<file path="src/rtl/merge.sv">
// merge -- N-to-1 native-bus merger.
//
// Several native-bus masters share one slave port. A registered arbiter picks
// one requesting master while IDLE, then passes that master's request straight
// through to the slave and routes the slave response straight back to it until
// the slave's ready. The FSM returns to IDLE after every transaction, so the
// slave sees exactly one valid per granted transaction.
//
// Ports:
//   clk     in   rising-edge clock
//   rst     in   asynchronous active-high reset
//   m_req   in   N_MASTERS request slices, master i at slice i,
//                each {valid, addr[ADDR_W], wdata[32], wstrb[4]}
//   m_resp  out  N_MASTERS response slices, each {rdata[32], ready}
//   s_req   out  request to the shared slave (same layout as one m_req slice)
//   s_resp  in   response from the shared slave ({rdata[32], ready})
//
// Build option:
//   MERGE_RR_EN defined   -> round-robin arbitration starting after the last
//                            completed grant (last-grant register present)
//   MERGE_RR_EN undefined -> fixed priority, lowest master index wins
module merge #(
   parameter int N_MASTERS   = 2,
   parameter int ADDR_W      = 32,
   parameter int N_MASTERS_W = $clog2(N_MASTERS)
) (
   input  logic                             clk,
   input  logic                             rst,
   input  logic [N_MASTERS*(ADDR_W+37)-1:0] m_req,
   output logic [N_MASTERS*33-1:0]          m_resp,
   output logic [ADDR_W+36:0]               s_req,
   input  logic [32:0]                      s_resp
);
   localparam int REQ_W  = ADDR_W + 37;
   localparam int RESP_W = 33;

   typedef enum logic [0:0] { IDLE = 1'b0, BUSY = 1'b1 } state_t;

   state_t                 state_r;
   state_t                 state_nx_s;
   logic [N_MASTERS_W-1:0] grant_r;
   logic [N_MASTERS_W-1:0] grant_nx_s;
   logic [N_MASTERS_W-1:0] winner_s;
   logic [N_MASTERS-1:0]   valid_s;
   logic                   any_valid_s;
   logic                   ready_s;
   logic [REQ_W-1:0]       granted_req_s;
`ifdef MERGE_RR_EN
   logic [N_MASTERS_W-1:0] last_r;
   logic [N_MASTERS_W-1:0] last_nx_s;
`endif

   assign ready_s     = s_resp[0];
   assign any_valid_s = |valid_s;

`ifdef MERGE_RR_EN
   // First requester found scanning upward from last+1, wrapping at N_MASTERS.
   function automatic logic [N_MASTERS_W-1:0] rr_pick(input logic [N_MASTERS-1:0]   v,
                                                      input logic [N_MASTERS_W-1:0] last);
      logic [N_MASTERS_W-1:0] pick;
      logic                   found;
      logic                   hit;
      int                     idx;
      pick  = '0;
      found = 1'b0;
      for (int k = 1; k <= N_MASTERS; k++) begin
         idx   = (int'(last) + k) % N_MASTERS;
         hit   = v[idx] & ~found;
         pick  = hit ? N_MASTERS_W'(idx) : pick;
         found = found | hit;
      end
      return pick;
   endfunction
`else
   // Lowest-index requester; scanning downward lets the lowest index overwrite.
   function automatic logic [N_MASTERS_W-1:0] fixed_pick(input logic [N_MASTERS-1:0] v);
      logic [N_MASTERS_W-1:0] pick;
      pick = '0;
      for (int i = N_MASTERS - 1; i >= 0; i--) begin
         pick = v[i] ? N_MASTERS_W'(i) : pick;
      end
      return pick;
   endfunction
`endif

   // Extract per-master valid bits and select the granted master's request.
   always_comb begin
      valid_s       = '0;
      granted_req_s = '0;
      for (int i = 0; i < N_MASTERS; i++) begin
         valid_s[i]    = m_req[i*REQ_W + REQ_W - 1];
         granted_req_s = (grant_r == N_MASTERS_W'(i)) ? m_req[i*REQ_W +: REQ_W] : granted_req_s;
      end
   end

   // Arbitration winner, only consumed in IDLE.
   always_comb begin
`ifdef MERGE_RR_EN
      winner_s = rr_pick(valid_s, last_r);
`else
      winner_s = fixed_pick(valid_s);
`endif
   end

   // Next-state logic: grant in IDLE, release on ready or on a dropped valid.
   always_comb begin
      state_nx_s = state_r;
      grant_nx_s = grant_r;
`ifdef MERGE_RR_EN
      last_nx_s  = last_r;
`endif
      case (state_r)
         IDLE: begin
            if (any_valid_s) begin
               state_nx_s = BUSY;
               grant_nx_s = winner_s;
            end else begin
               state_nx_s = IDLE;
            end
         end
         BUSY: begin
            if (ready_s) begin
               // Completed transaction: it becomes the round-robin reference.
               state_nx_s = IDLE;
`ifdef MERGE_RR_EN
               last_nx_s  = grant_r;
`endif
            end else if (!granted_req_s[REQ_W-1]) begin
               // Master abandoned its request; nothing delivered, history kept.
               state_nx_s = IDLE;
            end else begin
               state_nx_s = BUSY;
            end
         end
         default: begin
            state_nx_s = IDLE;
         end
      endcase
   end

   // State, grant and (round-robin) last-grant registers.
   always_ff @(posedge clk or posedge rst) begin
      if (rst) begin
         state_r <= IDLE;
         grant_r <= '0;
`ifdef MERGE_RR_EN
         last_r  <= N_MASTERS_W'(N_MASTERS - 1);
`endif
      end else begin
         state_r <= state_nx_s;
         grant_r <= grant_nx_s;
`ifdef MERGE_RR_EN
         last_r  <= last_nx_s;
`endif
      end
   end

   // Output routing: depends on m_req only through s_req, never into m_resp.
   always_comb begin
      s_req  = '0;
      m_resp = '0;
      if (state_r == BUSY) begin
         s_req = granted_req_s;
         for (int i = 0; i < N_MASTERS; i++) begin
            m_resp[i*RESP_W +: RESP_W] = (grant_r == N_MASTERS_W'(i)) ? s_resp : {RESP_W{1'b0}};
         end
      end else begin
         s_req  = '0;
         m_resp = '0;
      end
   end

endmodule
</file>
<file path="config.mk">
export PLATFORM = sky130hd
export DESIGN_NAME = merge
export DESIGN_NICKNAME = d
export VERILOG_FILES = /design/src/rtl/merge.sv
export SDC_FILE = /design/constraint.sdc
export NUM_CORES = 1
export LEC_CHECK = 0
export BUFFER_PORTS_ARGS = -buffer_cell sky130_fd_sc_hd__buf_4
export CORE_AREA = 2 2 118 120
export CTS_CLUSTER_DIAMETER = 120
export DETAILED_ROUTE_END_ITERATION = 12
export DIE_AREA = 0 0 120 122
export PLACE_DENSITY_LB_ADDON = 0.3
export SYNTH_ARGS = -nofsm -noshare
export SYNTH_HDL_FRONTEND = slang
export SYNTH_SLANG_ARGS = --single-unit
</file>
<file path="constraint.sdc">
create_clock -name clk -period 1.37 [get_ports clk]
set_input_delay 0.274 -clock clk [delete_from_list [all_inputs] [get_ports clk]]
set_output_delay 0.274 -clock clk [all_outputs]
set_load 0.02 [all_outputs]
</file>
==> results.md, run 1 <==
* Status: finished with violations
* Violated checks: setup timing
* Met3 WL post-DR at 878 um
* Top-count cell post-synth: nor2_1
* Leakage Power at 2.61 nW
* Ant diodes at 0
* Fin cells at 729
* Critical path endpoint category: output port
* Gr usage total at 0.114
* Data required, critical path at 1.10 ns
* Netlist cell types at 17
* Hold Path Class: in2reg
* Crit path cell chain: buf_12 > clkbuf_16 > mux2i_1 > nor2_2 > buf_4
* Final WL at 9.88 mm
* Post-synth top area share at 0.418
* Grt total ovfl at 0
* Max layer used: met4
* TritonCTS clock tree: built
* Area growth syn-to-layout at 188%
* Slew HR at 0.868
* # H-tree levels at 1
* Tot Pwr at 5.96 mW
* Post-synth ARST share at 1.00
* Number of max-cap violations at 0
* Core area at 13500 um2
* Mapped Nets at 412
* Die area at 14600 um2
* Critical Setup Path Class: reg2out
* Post-layout min period at 1.73 ns
* Total negative slack at -40.29 ns
* Worst Tran Pin Value at 0.192 ns
* Endpoints failing setup at 135
* Via count at 2841
* Wire per inst at 13.6 um
* CP max-delay cell: dfrtp_4
* Number of register bits inferred by synthesis at 2
* Drt pass-1 iters at 4
* Clock Skew at 0.00186 ns
* Clk_lat worst skew at 0.22 ns
* Clock sinks at 2
* Post-DP HPWL at 7.97 mm
* GPL Wtd Cong at 0.825
* Worst-path clk slew at 0.03 ns
* Crit path largest cell delay at 0.49 ns
* Initial Util at 0.122
* Syn Std Cell Area at 1650 um2
* Seq. cell area at 55.1 um2
* Maximum buffer depth of the clock tree at 2
* Multi-input combinational cell area at 1560 um2
* Post-synth EDFFs at 0
* WL met1 at 3.64 mm
* RSZ-0062 raised after global routing: true
* Initial antenna violation count at 0
* Synth warn at 0
* Final net count at 723
* PD cells at 1250 nW/um2
* CP startpoint kind: flop
* Peak supply drop at 0.000477 V
* Final Hold Vio Count at 0
* Max Slew Vio Count at 0
* Post-Syn Instances at 239
* Critical Path Fanout Max at 8
* Cell taking the most area after synthesis: mux2i_1
* Share of cells above drive strength 1 at 0.714
* # fillers at 1412
* Cell count after placement at 716
* Vias in the first global route at 2675
* Top FF cell, synth: dfrtp_1
* Worst setup margin at -0.357 ns
* Register area share after synthesis at 0.0303
* Synth top cells by count: nor2_1 (70), mux2i_1 (69), and2_1 (33), and3_1 (33), clkbuf_1 (10)
* DR iter-0 viols at 44
* Via density at 3.90
* Mean Syn Cell Area at 6.92 um2
* First-pass GRT wire length at 13.7 mm
* Timing-limited maximum frequency at 579 MHz
* Buffers on Ports at 307
* CTS Buf Count at 3
* Die height at 122 um
* Clock Root Buffer: clkbuf_16
* Largest net degree at the start of global routing at 41
* Tcrit/Tclk final at 1.26
* Die width at 120 um
* Met2 wire len at 5.35 mm
* Antenna Nets Post-Route at 0
* Row cnt at 43
* Worst EP arrival at 1.45 ns
* Post-route DRC at 0
* # IOs at 308
* Area contributors post-synth: mux2i_1 (42%), nor2_1 (16%), and2_1 (12%)
==> timing repair <==
item / in CTS / in global routing
setup endpoints to repair: 135 / 135
buffers inserted: 3 / 2
hold endpoints to repair: 2 / 0
gates cloned: 1 / 2
pin swaps: 0 / 4
gates resized for setup: 15 / 62
hold buffers: 1 / 0
==> placed cells by master (no fill, tap or decap) <==
cell type,synthesis,layout
o22ai_1,1,1
clkbuf_1,10,1
buf_4,5,270
buf_6,0,49
a2bb2oi_1,1,1
dfrtp_2,0,1
nor2_1,70,34
and3_1,33,30
mux2i_1,69,60
nor2b_4,1,1
and2_4,0,6
mux2i_2,0,9
clkbuf_16,0,5
dfrtp_4,0,1
and2_1,33,27
and3_4,0,3
buf_16,0,1
inv_1,1,1
nor2_2,0,36
dlygate4sd3_1,0,1
buf_12,3,7
inv_2,1,1
buf_8,2,2
nor2b_1,1,1
==> report_power, final <==
part	total [mW]	leakage, nW	internal (mW)	switching, mW
sequential	0.116	0.0215	0.0837	0.0324
clock	0.457	0.0382	0.383	0.0732
combinational	5.38	2.55	2.72	2.66
==> logic make-up (layout without fill, tap and decap cells) <==
kind of cell / after synthesis / count (layout) / share of synthesized area
simple gates: 138 / 138 / 0.421
mux: 69 / 69 / 0.418
buf+inv: 28 / 338 / 0.123
compound gates: 2 / 2 / 0.00908
flops: 2 / 2 / 0.0303
==> worst paths after layout <==
check,start,to,slack [ns],depth (start not counted)
max,grant_r,s_req[60],-0.36,5
min,m_req[68],grant_r,0.25,2
max reg2reg,grant_r,state_r,0.18,4
min reg2reg,state_r,state_r,0.76,2
max in group asynchronous,rst,grant_r,0.76,3
min in group asynchronous,rst,grant_r,0.47,3
==> critical path: cells and delay by family (launching register included) <==
family,cells,cell delay [ns]
flops,1,0.49
mux,1,0.20
buf+inv,3,0.49
simple gates,1,0.05
==> sequential cells by signal (all words and copies together), names as in the netlist <==
register,flops
state_r,1
grant_r,1
==> stage by stage <==
stage	instance area, um2	utilization	hold slack [ns]	worst slack (ns)
final	4760	0.352	0.247	-0.357
after global routing	4760	0.352	0.260	-0.414
after CTS	4470	0.331	0.242	-0.388
after detailed placement	4280	0.317	0.147	-0.172
after global placement	4280	0.317	0.140	-0.150
after floorplan	1750	-	0.0152	-0.0460
==> final cells by class <==
cell class,count,area share
tap,180,0.0473
multi-input combinational,209,0.327
sequential,2,0.0116
clock buffer,4,0.0166
timing repair buffer,332,0.596
inverter,2,0.00158
==> metal layers <==
metal	GRT usage	up-vias
met1	0.125	1263
met3	0.0281	2
met5	0	-
met2	0.224	160
li1	-	1416
met4	0.0154	0
Note: power is estimated with default switching activity, not from simulation.
==> run 2, diff against run 1 <==
--- a/config.mk
+++ b/config.mk
@@ -6,10 +6,10 @@
 export NUM_CORES = 1
 export LEC_CHECK = 0
 export BUFFER_PORTS_ARGS = -buffer_cell sky130_fd_sc_hd__buf_4
-export CORE_AREA = 2 2 118 120
+export CORE_AREA = 2 2 121 123
 export CTS_CLUSTER_DIAMETER = 120
 export DETAILED_ROUTE_END_ITERATION = 12
-export DIE_AREA = 0 0 120 122
+export DIE_AREA = 0 0 123 125
 export PLACE_DENSITY_LB_ADDON = 0.3
 export SYNTH_ARGS = -nofsm -noshare
 export SYNTH_HDL_FRONTEND = slang
==> constraint.sdc (replaced) <==
create_clock -name clk -period 2 [get_ports clk]
set_input_delay 0.4 -clock clk [delete_from_list [all_inputs] [get_ports clk]]
set_output_delay 0.4 -clock clk [all_outputs]
set_load 0.02 [all_outputs]
==> run 2 against run 1 <==
Net effect:
- the flow now finishes without violations
- non-clock buffer count fell by 11
- sequential power fell by 12%
- clock power fell by 31%
- via count fell by 1.8%
- wire length fell by 4.4%
- global-route usage fell by 0.49 points
- critical endpoint is now s_req[67]
- largest cell class unchanged
==> results.md, run 2 (same netlist as run 1, synthesis figures left out) <==
* Status: finished clean
* Initial Util at 0.116
* Vias in the first global route at 2729
* Final Hold Vio Count at 0
* Data required, critical path at 1.60 ns
* Worst setup margin at 0.0977 ns
* Area growth syn-to-layout at 155%
* Post-DP HPWL at 8.13 mm
* # IOs at 308
* Cell count after placement at 716
* Reg power frac at 0.029
* Grt total ovfl at 0
* Die width at 123 um
* Biggest regs: grant_r x1, state_r x1
* Most frequent cells in the layout: buf_4 (317), nor2_1 (70), mux2i_1 (69)
* Peak supply drop at 0.000328 V
* Sw frac at 0.492
* Max Slew Vio Count at 0
* Clock Skew at 0.00268 ns
* Die area at 15400 um2
* Number of max-cap violations at 0
* Post-layout min period at 1.90 ns
* Critical Setup Path Class: reg2out
* Critical Path Fanout Max at 20
* Worst-path clk slew at 0.03 ns
* Worst Tran Pin Value at 0.305 ns
* Maximum buffer depth of the clock tree at 2
* Core area at 14200 um2
* Hold Path Class: in2async
* Critical path endpoint category: output port
* CP startpoint kind: flop
* Largest net degree at the start of global routing at 41
* Switching pwr at 1.71 mW
* Share of cells above drive strength 1 at 0.608
* Via density at 3.86
* Fin cells at 722
* Leakage Power at 2.48 nW
* Int Power at 1.77 mW
* First-pass GRT wire length at 13.6 mm
* Clock sinks at 2
* GPL Wtd Cong at 0.930
* TritonCTS clock tree: built
* Pre-CTS setup slack at 0.206 ns
* Clock Root Buffer: clkbuf_16
* Final net count at 712
* Clk_lat worst skew at 0.22 ns
* Final WL at 9.45 mm
* RSZ-0062 raised after global routing: false
* Post-route DRC at 0
* Antenna Nets Post-Route at 0
* Die height at 125 um
* Buffers on Ports at 307
* Finished Core Util at 0.297
* DR iter-0 viols at 75
* Logic pwr share at 0.879
* Drt pass-1 iters at 4
* Clock power frac at 0.091
* # H-tree levels at 1
* PD cells at 824 nW/um2
* Slew HR at 0.796
* Endpoints failing setup at 0
* Wire per inst at 13.1 um
* Worst EP arrival at 1.50 ns
* Via count at 2789
* Ant diodes at 0
* Timing-limited maximum frequency at 526 MHz
* Hold_buf cts at 0
* Initial antenna violation count at 0
* Tcrit/Tclk final at 0.951
* CTS Buf Count at 3
* Most common cell after layout, fill and taps aside: buf_4
* Gr usage total at 0.109
* Row cnt at 44
* Total negative slack at 0 ns
[run 2: per-stage QoR]
stage	cell area, um2	power, mW	hold slack (ns)
6_report	4220	3.48	0.0309
5_1_grt	4220	3.69	0.0372
4_1_cts	4210	3.50	0.0315
3_5_place_dp	4130	3.17	0.267
3_3_place_gp	4130	3.15	0.262
2_1_floorplan	1650	1.93	0.141
[run 2: final timing paths]
path	startpoint	depth (start not counted)	slack [ns]	endpoint
worst max-delay path	grant_r	4	0.1	s_req[67]
max in group asynchronous	rst	2	1.85	grant_r
min in group clk	m_req[68]	2	0.37	grant_r
worst min-delay path	rst	2	0.03	grant_r
worst max register to register	grant_r	2	0.95	state_r
worst min register to register	state_r	2	0.83	state_r
[run 2: layer usage]
| layer | up-vias | part of all wire | GRT usage |
|---|---|---|---|
| met5 | - | 0 | 0 |
| met4 | 0 | 0.013 | 0.0221 |
| met1 | 1223 | 0.36 | 0.121 |
| li1 | 1396 | - | - |
| met3 | 11 | 0.078 | 0.0178 |
| met2 | 159 | 0.55 | 0.213 |
[run 2: layout make-up]
| cell class | instances | area, um2 |
|---|---|---|
| Inverter | 2 | 7.51 |
| Sequential cell | 2 | 53.8 |
| Multi-Input combinational cell | 209 | 1400 |
| Tap cell | 184 | 230 |
| Clock buffer | 4 | 78.8 |
| Timing Repair Buffer | 321 | 2450 |
| Fill cell | 1546 | 9980 |
[run 2: power groups by stage]
| stage | logic, mW | clock network, mW | registers [mW] |
|---|---|---|---|
| 3_5_place_dp | 3.06 | 0 | 0.112 |
| 4_1_cts | 3.07 | 0.321 | 0.113 |
| 2_1_floorplan | 1.87 | 0 | 0.0543 |
| 6_report | 3.06 | 0.317 | 0.102 |
| 5_1_grt | 3.25 | 0.331 | 0.110 |
| 3_3_place_gp | 3.04 | 0 | 0.110 |
[run 2: what timing repair did]
item                       in CTS  in global routing
setup buffers                   0                  2
setup endpoints to repair       4                  6
gates resized for setup         1                  0
[run 2: worst max-delay path, stage by stage (launching register included)]
cell and delay, ns:
dfrtp_4 0.56, buf_12 0.22, mux2i_1 0.24, nor2_1 0.07, buf_4 0.16
==> run 3, diff against run 2 <==
--- a/config.mk
+++ b/config.mk
@@ -6,11 +6,12 @@
 export NUM_CORES = 1
 export LEC_CHECK = 0
 export BUFFER_PORTS_ARGS = -buffer_cell sky130_fd_sc_hd__buf_4
-export CORE_AREA = 2 2 121 123
+export CORE_AREA = 2 2 118 120
 export CTS_CLUSTER_DIAMETER = 120
 export DETAILED_ROUTE_END_ITERATION = 12
-export DIE_AREA = 0 0 123 125
+export DIE_AREA = 0 0 120 122
 export PLACE_DENSITY_LB_ADDON = 0.3
+export RECOVER_POWER = 100
 export SYNTH_ARGS = -nofsm -noshare
 export SYNTH_HDL_FRONTEND = slang
 export SYNTH_SLANG_ARGS = --single-unit
==> constraint.sdc (replaced) <==
create_clock -name clk -period 1.6 [get_ports clk]
set_input_delay 0.32 -clock clk [delete_from_list [all_inputs] [get_ports clk]]
set_output_delay 0.32 -clock clk [all_outputs]
set_load 0.02 [all_outputs]
==> run 3 against run 2 <==
Net effect:
- the flow now finishes with violations (setup timing)
- clock power grew 23%
- wire length is 1.9% higher
- global-route usage is 0.15 points higher
- flip-flop and latch count is the same
- non-clock buffer count rose by 17
- via count rose by 5.3%
- largest power group unchanged
==> results.md, run 3 (same netlist as run 1, synthesis figures left out) <==
* Status: finished with violations
* Violated checks: setup timing
* Crit path top cell by count: buf_12
* CTS Buf Count at 3
* Logic pwr share at 0.904
* Clock Root Buffer: clkbuf_16
* Tcrit/Tclk final at 1.13
* FF-to-FF path depth at 4
* Switching pwr at 2.29 mW
* Sw frac at 0.451
* Final net count at 729
* Largest net degree at the start of global routing at 31
* Post-layout min period at 1.81 ns
* First-pass GRT wire length at 13.3 mm
* CP max-delay cell: dfrtp_4
* Cell family with most CP delay: flip-flops
* Tot Pwr at 5.07 mW
* DR iter-0 viols at 54
* Die area at 14600 um2
* Post-DP HPWL at 7.89 mm
* Die height at 122 um
* Buffers on Ports at 307
* Timing-limited maximum frequency at 553 MHz
* Data required, critical path at 1.28 ns
* Most common cell after layout, fill and taps aside: buf_4
* Number of max-cap violations at 0
* RSZ-0062 raised after global routing: true
* Worst EP arrival at 1.49 ns
* Critical path endpoint category: output port
* Clock sinks at 2
* Hold Path Class: in2reg
* GPL Wtd Cong at 0.718
* Post-route DRC at 0
* # fillers at 1358
* Clock Skew at 0.00380 ns
* Maximum buffer depth of the clock tree at 2
* Via count at 2938
* Area growth syn-to-layout at 190%
* Via density at 4.00
* Wire per inst at 13.1 um
* Biggest regs: grant_r x1, state_r x1
* Worst Tran Pin Value at 0.174 ns
* Slew HR at 0.881
* Endpoints failing setup at 128
* Final WL at 9.63 mm
* Worst-path clk slew at 0.03 ns
* Leakage Power at 2.64 nW
* Peak supply drop at 0.000405 V
* Gr usage total at 0.111
* Core area at 13500 um2
* Hold_ws at 0.316 ns
* Antenna Nets Post-Route at 0
* Min-Delay Path Depth at 2
* CP bufs+invs at 3
* Worst setup margin at -0.209 ns
* Vias in the first global route at 2837
* Final Hold Vio Count at 0
* Grt total ovfl at 0
* Finished Core Util at 0.355
* Drt pass-1 iters at 4
* # H-tree levels at 1
* Share of cells above drive strength 1 at 0.676
* Initial Util at 0.122
* CP startpoint kind: flop
* Int Power at 2.78 mW
* Reg power frac at 0.019
* Initial antenna violation count at 0
* Die width at 120 um
* Ant diodes at 0
* Clk_lat worst skew at 0.22 ns
* PD cells at 1060 nW/um2
* Clock power frac at 0.077
* # IOs at 308
* Crit path cell chain: buf_12 > buf_12 > mux2i_1 > nor2_1 > buf_4
* Critical Path Fanout Max at 20
* Crit path depth at 5
* Crit path largest cell delay at 0.49 ns
* Row cnt at 43
* Critical Setup Path Class: reg2out
* Max Slew Vio Count at 0
* TritonCTS clock tree: built
* Most frequent cells in the layout: buf_4 (270), nor2_1 (70), mux2i_1 (66)
==> run 3: cell types whose count changed in the layout (fill, tap and decap cells not counted), moves of 4 or more <==
cell    delta
and2_4    +11
buf_6     +55
buf_12     +4
and3_4    +17
and3_1    -17
buf_4     -47
and2_1    -11
==> run 3: timing repair <==
item	CTS	global route
cloned	1	1
resized for setup	47	45
setup buffers	1	2
hold buffers	1	0
setup endpoints to repair	131	135
endpoints found under the hold margin	2	0
pin swaps	0	0
==> run 3: cell type report <==
cell class	instances	area, um2	share of cell area
repair buffers	338	2900	0.603
inverters	2	10.0	0.00209
clock buffers	4	78.8	0.0164
flip-flops and latches	2	55.1	0.0115
well taps	180	225	0.0469
multi-input cells	209	1530	0.320
==> run 3: stage by stage <==
stage / worst slack [ns] / std cells / TNS [ns] / instance area, um2
CTS: -0.205 / 732 / -16.44 / 4580
global placement: 0.0690 / 725 / 0 / 4280
finish: -0.209 / 735 / -16.53 / 4800
floorplan: 0.108 / 239 / 0 / 1650
global route: -0.231 / 735 / -22.22 / 4800
detailed placement: 0.0324 / 725 / 0 / 4280
==> run 3: final timing paths <==
kind                       startpoint   endpoint  slack, ns
max                           grant_r  s_req[48]      -0.21
min                         s_resp[0]    state_r       0.32
max reg2reg                   grant_r    state_r       0.38
min reg2reg                   state_r    state_r       0.68
max in group asynchronous         rst    state_r       0.96
min in group asynchronous         rst    grant_r       0.51
==> run 3: power groups by stage <==
stage	Sequential, mW	Clock (mW)	Combinational, mW
2_1_floorplan	0.0679	0	2.34
3_3_place_gp	0.0931	0	4.09
3_5_place_dp	0.0919	0	4.11
4_1_cts	0.0939	0.396	4.37
5_1_grt	0.0992	0.402	4.86
6_report	0.0981	0.391	4.58
==> run 3: routing by layer <==
| metal | routed length (um) | track usage | part of all wire | up-vias |
|---|---|---|---|---|
| met2 | 5240 | 0.228 | 0.54 | 179 |
| li1 | - | - | - | 1431 |
| met4 | 48 | 0.0154 | 0.0050 | 0 |
| met3 | 946 | 0.0314 | 0.098 | 6 |
| met5 | 0 | 0 | 0 | - |
| met1 | 3390 | 0.110 | 0.35 | 1322 |
